<file path="config.mk">
export PLATFORM = sky130hd
export DESIGN_NAME = alu_word_sequencer
export DESIGN_NICKNAME = d
export VERILOG_FILES = /design/src/rtl/alu_word_sequencer_pkg.sv /design/src/rtl/alu_word_sequencer_slice.sv /design/src/rtl/alu_word_sequencer.sv
export SDC_FILE = /design/constraint.sdc
export NUM_CORES = 1
export LEC_CHECK = 0
export CAP_MARGIN = 20
export CORE_MARGIN = 5
export CORE_UTILIZATION = 26
export CTS_BUF_LIST = sky130_fd_sc_hd__clkbuf_2 sky130_fd_sc_hd__clkbuf_4 sky130_fd_sc_hd__clkbuf_8
export CTS_CLUSTER_SIZE = 40
export DETAILED_ROUTE_END_ITERATION = 6
export PLACE_DENSITY = 0.41
export SLEW_MARGIN = 5
export SYNTH_ARGS = -nofsm -noshare
export SYNTH_HDL_FRONTEND = slang
export SYNTH_SLANG_ARGS = --single-unit
</file>
<file path="constraint.sdc">
create_clock -name clk_in -period 9.7 [get_ports clk_in]
set_input_delay 1.94 -clock clk_in [delete_from_list [all_inputs] [get_ports clk_in]]
set_output_delay 1.94 -clock clk_in [all_outputs]
set_load 0.02 [all_outputs]
</file>
<file path="src/rtl/alu_word_sequencer_pkg.sv">
// Shared opcodes, FSM states and helpers for the multi-word ALU sequencer.
package alu_word_sequencer_pkg;

   localparam logic [3:0] OpPass = 4'b0000;
   localparam logic [3:0] OpAdd  = 4'b0001;
   localparam logic [3:0] OpAdc  = 4'b0010;
   localparam logic [3:0] OpSub  = 4'b0011;
   localparam logic [3:0] OpSbb  = 4'b0100;
   localparam logic [3:0] OpInc  = 4'b0101;
   localparam logic [3:0] OpDec  = 4'b0110;
   localparam logic [3:0] OpOr   = 4'b1000;
   localparam logic [3:0] OpXor  = 4'b1001;
   localparam logic [3:0] OpAnd  = 4'b1010;
   localparam logic [3:0] OpNot  = 4'b1011;

   typedef enum logic [1:0] {
      StIdle,
      StRun,
      StDone
   } state_t;

   // Only ADC/SBB seed the carry chain from the external carry-in.
   function automatic logic op_uses_cin(input logic [3:0] op);
      return (op == OpAdc) || (op == OpSbb);
   endfunction

endpackage

</file>
<file path="src/rtl/alu_word_sequencer_slice.sv">
// Combinational DATA_SIZE-bit ALU slice; arithmetic is done DATA_SIZE+1 bits wide.
module alu_word_sequencer_slice
   import alu_word_sequencer_pkg::*;
#(
   parameter int unsigned DATA_SIZE = 8
) (
   input  logic [DATA_SIZE-1:0] a_in,
   input  logic [DATA_SIZE-1:0] b_in,
   input  logic                 cin_in,
   input  logic [3:0]           op_in,
   output logic [DATA_SIZE-1:0] result_out,
   output logic                 co_out
);

   logic [DATA_SIZE:0] w_wide;

   always_comb begin
      w_wide     = '0;
      result_out = '0;
      co_out     = 1'b0;
      case (op_in)
         OpPass: result_out = a_in;
         OpAdc: begin
            w_wide     = {1'b0, a_in} + {1'b0, b_in} + {{DATA_SIZE{1'b0}}, cin_in};
            result_out = w_wide[DATA_SIZE-1:0];
            co_out     = w_wide[DATA_SIZE];
         end
         // MSB of the widened difference is the borrow out
         OpSbb: begin
            w_wide     = {1'b0, a_in} - {1'b0, b_in} - {{DATA_SIZE{1'b0}}, cin_in};
            result_out = w_wide[DATA_SIZE-1:0];
            co_out     = w_wide[DATA_SIZE];
         end
         OpOr:  result_out = a_in | b_in;
         OpXor: result_out = a_in ^ b_in;
         OpAnd: result_out = a_in & b_in;
         OpNot: result_out = ~a_in;
         default: begin
            result_out = '0;
            co_out     = 1'b0;
         end
      endcase
   end

endmodule

</file>
<file path="src/rtl/alu_word_sequencer.sv">
// Sequences one wide ALU command as WORDS slice operations, LS word first, carry chained.
module alu_word_sequencer
   import alu_word_sequencer_pkg::*;
#(
   parameter int unsigned DATA_SIZE    = 8,
   parameter int unsigned WORDS        = 4,
   parameter int unsigned OP_CODE_SIZE = 4
) (
   input  logic                         clk_in,
   input  logic                         rst_in,
   input  logic                         start_in,
   input  logic [OP_CODE_SIZE-1:0]      op_code_in,
   input  logic [DATA_SIZE*WORDS-1:0]   a_in,
   input  logic [DATA_SIZE*WORDS-1:0]   b_in,
   input  logic                         cin_in,
   output logic                         ready_out,
   output logic                         valid_out,
   output logic [DATA_SIZE*WORDS-1:0]   result_out,
   output logic                         co_out
);

   localparam int unsigned W    = DATA_SIZE * WORDS;
   localparam int unsigned IdxW = $clog2(WORDS);
   localparam logic [IdxW-1:0] LastIdx = IdxW'(WORDS - 1);

   state_t                  r_state;
   state_t                  w_state_next;
   logic [3:0]              r_op;
   logic [W-1:0]            r_a;
   logic [W-1:0]            r_b;
   logic [W-1:0]            r_work;
   logic [W-1:0]            r_result;
   logic                    r_co;
   logic                    r_carry;
   logic [IdxW-1:0]         r_index;

   logic [3:0]              w_slice_op;
   logic [DATA_SIZE-1:0]    w_slice_b;
   logic                    w_slice_cin;
   logic [DATA_SIZE-1:0]    w_slice_res;
   logic                    w_slice_co;
   logic [W-1:0]            w_work_next;
   logic                    w_last;

   // Operands shift right each slice, so the active slice is always the low word.
   alu_word_sequencer_slice #(
      .DATA_SIZE (DATA_SIZE)
   ) u_slice (
      .a_in       (r_a[DATA_SIZE-1:0]),
      .b_in       (w_slice_b),
      .cin_in     (w_slice_cin),
      .op_in      (w_slice_op),
      .result_out (w_slice_res),
      .co_out     (w_slice_co)
   );

   assign w_last      = (r_index == LastIdx);
   assign w_work_next = {w_slice_res, r_work[W-1:DATA_SIZE]};

   // ADD/SUB/INC/DEC reuse the carry-chained ADC/SBB slice ops.
   always_comb begin
      w_slice_op  = r_op;
      w_slice_b   = r_b[DATA_SIZE-1:0];
      w_slice_cin = r_carry;
      case (r_op)
         OpAdd: w_slice_op = OpAdc;
         OpSub: w_slice_op = OpSbb;
         OpInc: begin
            w_slice_op  = OpAdc;
            w_slice_b   = '0;
            w_slice_cin = (r_index == '0) ? 1'b1 : r_carry;
         end
         OpDec: begin
            w_slice_op  = OpSbb;
            w_slice_b   = '0;
            w_slice_cin = (r_index == '0) ? 1'b1 : r_carry;
         end
         default: ;
      endcase
   end

   always_comb begin
      w_state_next = r_state;
      case (r_state)
         StIdle:  if (start_in) w_state_next = StRun;
         StRun:   if (w_last) w_state_next = StDone;
         StDone:  w_state_next = StIdle;
         default: w_state_next = StIdle;
      endcase
   end

   always_ff @(posedge clk_in) begin
      if (rst_in) begin
         r_state  <= StIdle;
         r_op     <= OpPass;
         r_a      <= '0;
         r_b      <= '0;
         r_work   <= '0;
         r_result <= '0;
         r_co     <= 1'b0;
         r_carry  <= 1'b0;
         r_index  <= '0;
      end else begin
         r_state <= w_state_next;
         case (r_state)
            StIdle: begin
               if (start_in) begin
                  r_op    <= op_code_in[3:0];
                  r_a     <= a_in;
                  r_b     <= b_in;
                  r_index <= '0;
                  r_carry <= op_uses_cin(op_code_in[3:0]) ? cin_in : 1'b0;
               end
            end
            StRun: begin
               r_a     <= r_a >> DATA_SIZE;
               r_b     <= r_b >> DATA_SIZE;
               r_work  <= w_work_next;
               r_carry <= w_slice_co;
               r_index <= r_index + IdxW'(1);
               if (w_last) begin
                  r_result <= w_work_next;
                  r_co     <= w_slice_co;
               end
            end
            default: ;
         endcase
      end
   end

   assign ready_out  = (r_state == StIdle);
   assign valid_out  = (r_state == StDone);
   assign result_out = r_result;
   assign co_out     = r_co;

endmodule

</file>
==> key figures <==
Die
  – # IOs: 107
  – Width of the die: ~170 microns
  – Die Footprint: between 20000 and 30000 sq um
  – Die Ht: 168 microns
  – Cell Rows: 57
  – Initial core utilization: about a quarter
  – Core area: roughly 24000 sq um

STA
  – Worst-Margin Slew: a little over 0.9 ns
  – Rel. slew slack: about two fifths
  – Endpoints failing setup: 0
  – Period utilization: a little under 40%
  – Setup repair after global routing missed its margin: false
  – TNS Setup: 0 ns
  – Min cycle time layout: around 3.8 ns
  – Slew Viols, Final: 0
  – Setup ws final: roughly 5.9 ns
  – Hold WS: 0.454 ns
  – Final Skew: about 0.012 ns
  – Max Freq: about 260 MHz
  – Hold Violations, Final: 0

Place
  – Worst slack at placement: 5.94 ns
  – Post-DP HPWL: ~14000 microns
  – Area of placed instances: between 7000 and 8000 sq um
  – Placed cells: approximately 1200
  – Routability Congestion: ~0.81
  – IO Port Bufs: between 100 and 150

Setup path
  – R2R depth: 14
  – R2R Setup Slk: 5.93 ns
  – Origin of the critical flop-to-flop path: r_op[2]$_SDFFE_PP0P_
  – Slowest cell on crit path: dfxtp_1
  – Critical path buffers and inverters: 1
  – Max stage delay on crit path: approximately 0.62 ns
  – Critical path arrival: roughly 4.1 ns
  – CP Cell Sequence: inv_1 > nor2_1 > nand2_1 > nand2_1 > mux2i_1 > ha_1 > a21o_1 > fa_1 > o21a_1 > o22ai_1 > xor2_1 > nor2_1 > a311oi_1 > a311oi_1
  – Setup CP Type: reg2reg
  – Critical Path RT: 10.00 ns
  – Critical path's top delay family: compound AO/OA/AOI/OAI gates
  – Kind of end point of the critical path: flip-flop
  – Crit Reg-Reg Endpoint: result_out[30]$_SDFFE_PP0P_
  – CP Max Fanout: 12
  – Worst setup SP type: flip-flop

Job
  – Maxcap violations: 0

Detailed routing
  – DRT Pass-1 Iters: 4
  – Final routed DRC violation total: 0
  – Vias/cell: between 4 and 5
  – Total length of routed wires: around 20000 microns
  – Via count: roughly 6000
  – Initial drt markers: approximately 310
  – Post-DRT Antenna Nets: 0
  – Drt wl/cell: roughly 16 microns

Synthesis
  – Yosys reg bits: 130
  – Number of flops mapped to enable cells by yosys: 0
  – XOR/XNOR Fraction of Synth Area: about 1.2%
  – Async S/R FF share, synth: 0%
  – Sequential area share after synthesis: approximately two fifths
  – Main synth FF type: dfxtp_1
  – Post-Synth Adder-Cell Area: under 10%
  – Largest family of logic cells by synthesized area: simple AND/OR/NAND/NOR gates
  – Multiplexer share of the synthesized area: approximately 1.5%
  – Cell variety after synth: between 50 and 60
  – Post-synth top area cell: dfxtp_1
  – Syn avg cell area: roughly 7.7 sq um
  – Netlist Area Pre-Place: around 6500 sq um
  – Yosys top cell area share: 40.0%
  – Syn Nets: between 900 and 1000
  – Synth top area cells: dfxtp_1, nand2_1, a311oi_1, ha_1, a21oi_1
  – Syn. warnings: 0
  – Synthesized instance count: about 840
  – Post-Synth Simple-Gate Area: between 20% and 30%
  – Synth Area in Compound Gates: 21.0%

Clocking
  – CTS buffer count: 17
  – Hold_buf cts: 0
  – Clock latency at the later pin of the worst-skew pair: approximately 0.45 ns
  – Root Buffer: clkbuf_8
  – CTS H-tree lvls: 4
  – Post-CTS resize count: 0
  – TritonCTS clock tree: yes
  – Clock Pin Slew Worst Setup and Hold Paths: roughly 0.080 ns
  – Clk buf depth: 2
  – Setup Buffers After CTS: 0
  – Clk sinks: 130

Finish
  – Final core occ: between 30% and 40%
  – Fin area: 8170 sq um
  – Share of cells above drive strength 1: about 5.7%
  – Most frequent cells in the layout: nand2_1, dfxtp_1, clkdlybuf4s50_1
  – Post-route insts no fill: between 1000 and 1500
  – Post-layout net count: ~1000
  – Syn-to-layout area delta: 25.6%
  – Commonest non-fill, non-tap cell in the layout: nand2_1

Pwr
  – Overall power: between 1 and 1.5 mW
  – Static leakage: 2.96 nW
  – Power per cell area: 165 nW/um^2
  – Maximum VDD drop: around 0.000063 V

Hold path
  – WHS Path Cells: 2
  – HP Start: result_out[13]$_SDFFE_PP0P_
  – Hold endpoint: result_out[13]$_SDFFE_PP0P_
  – Worst min path class: reg2reg

Global route
  – Vias in the first global route: 5855
  – Antenna violations before repair: 1
  – All-Layer GR Usage: between 10% and 20%
  – GRT overflow: 0
  – Largest net degree at the start of global routing: 92
  – First-pass GRT wire length: 32300 microns

Run status
  – Outcome: finished, final reports clean
worst max-delay path by stage:
stage | from | endpoint | slack [ns] | depth (start not counted)
floorplan | r_op[0]$_SDFFE_PP0P_ | r_work[30]$_SDFFE_PP0P_ | 6.48 | 16
global placement | start_in | r_b[4]$_SDFFE_PP0P_ | 5.96 | 5
detailed placement | start_in | r_b[15]$_SDFFE_PP0P_ | 5.94 | 5
CTS | r_op[2]$_SDFFE_PP0P_ | result_out[31]$_SDFFE_PP0P_ | 5.92 | 11
global route | r_op[2]$_SDFFE_PP0P_ | result_out[30]$_SDFFE_PP0P_ | 5.55 | 14
finish | r_op[2]$_SDFFE_PP0P_ | result_out[30]$_SDFFE_PP0P_ | 5.93 | 14
cell type report:
type / count / area (sq um)
Clock buffer: 17 / 234
Antenna cell: 1 / 2.50
Clock inverter: 15 / 158
Inverter: 31 / 116
Sequential cell: 130 / 2600
Fill cell: 2672 / 16300
Timing Repair Buffer: 114 / 1120
Tap cell: 324 / 405
Multi-Input combinational cell: 618 / 3530
worst reg2reg max path, delay by kind of cell, from the launching register on:
| kind | cells | cell delay (ns) |
|---|---|---|
| DFF | 1 | 0.62 |
| AOI/OAI and AO/OA | 5 | 1.13 |
| muxes | 1 | 0.10 |
| and+or+nand+nor | 4 | 0.72 |
| adders and majority gates | 2 | 0.63 |
| buffers and inverters | 1 | 0.24 |
| xor gates and xnor gates | 1 | 0.17 |
Yosys cell counts (all sizes together) (3+ instances only):
| library cell | instances |
|---|---|
| o21ai | 11 |
| dfxtp | 130 |
| nor3 | 12 |
| nand2b | 6 |
| a21oi | 75 |
| a22oi | 3 |
| o22ai | 4 |
| buf | 13 |
| nor2b | 6 |
| nor4 | 4 |
| mux2i | 3 |
| xor2 | 6 |
| nor2 | 87 |
| clkbuf | 51 |
| o21a | 3 |
| a211oi | 18 |
| inv | 31 |
| a21o | 5 |
| xnor2 | 3 |
| nand2 | 219 |
| o32ai | 3 |
| a31oi | 4 |
| a311oi | 55 |
| ha | 33 |
| nand3 | 23 |
state kept, by name, summed over array words and instances (netlist names):
name and cells:
r_op 4, r_carry 1, r_work 24, result_out 32, r_state 2, r_index 2
r_a 32, co_out 1, r_b 32
report_power, final:
group	switching [mW]	leakage (nW)	internal, mW
registers	0.0252	1.06	0.564
clock network	0.236	0.189	0.230
logic	0.168	1.71	0.123
total	0.429	2.96	0.917
cells by family (layout without fill, tap and decap cells):
family	count (synthesis)	after routing
xor gates and xnor gates	9	9
and+or+nand+nor	369	369
DFF	130	130
muxes	7	7
buffers and inverters	95	177
adders and majority gates	35	35
other	0	1
AOI/OAI and AO/OA	198	198
metal layers:
| layer | vias to the layer above | wire length, microns | global-route usage, % |
|---|---|---|---|
| met5 | - | 13 | 0 |
| met4 | 2 | 294 | 4.41 |
| met3 | 17 | 1220 | 3.80 |
| met2 | 120 | 8900 | 21.7 |
| met1 | 2776 | 9580 | 19.2 |
| li1 | 3064 | - | - |
No activity file was read; power rests on OpenSTA's default activity.
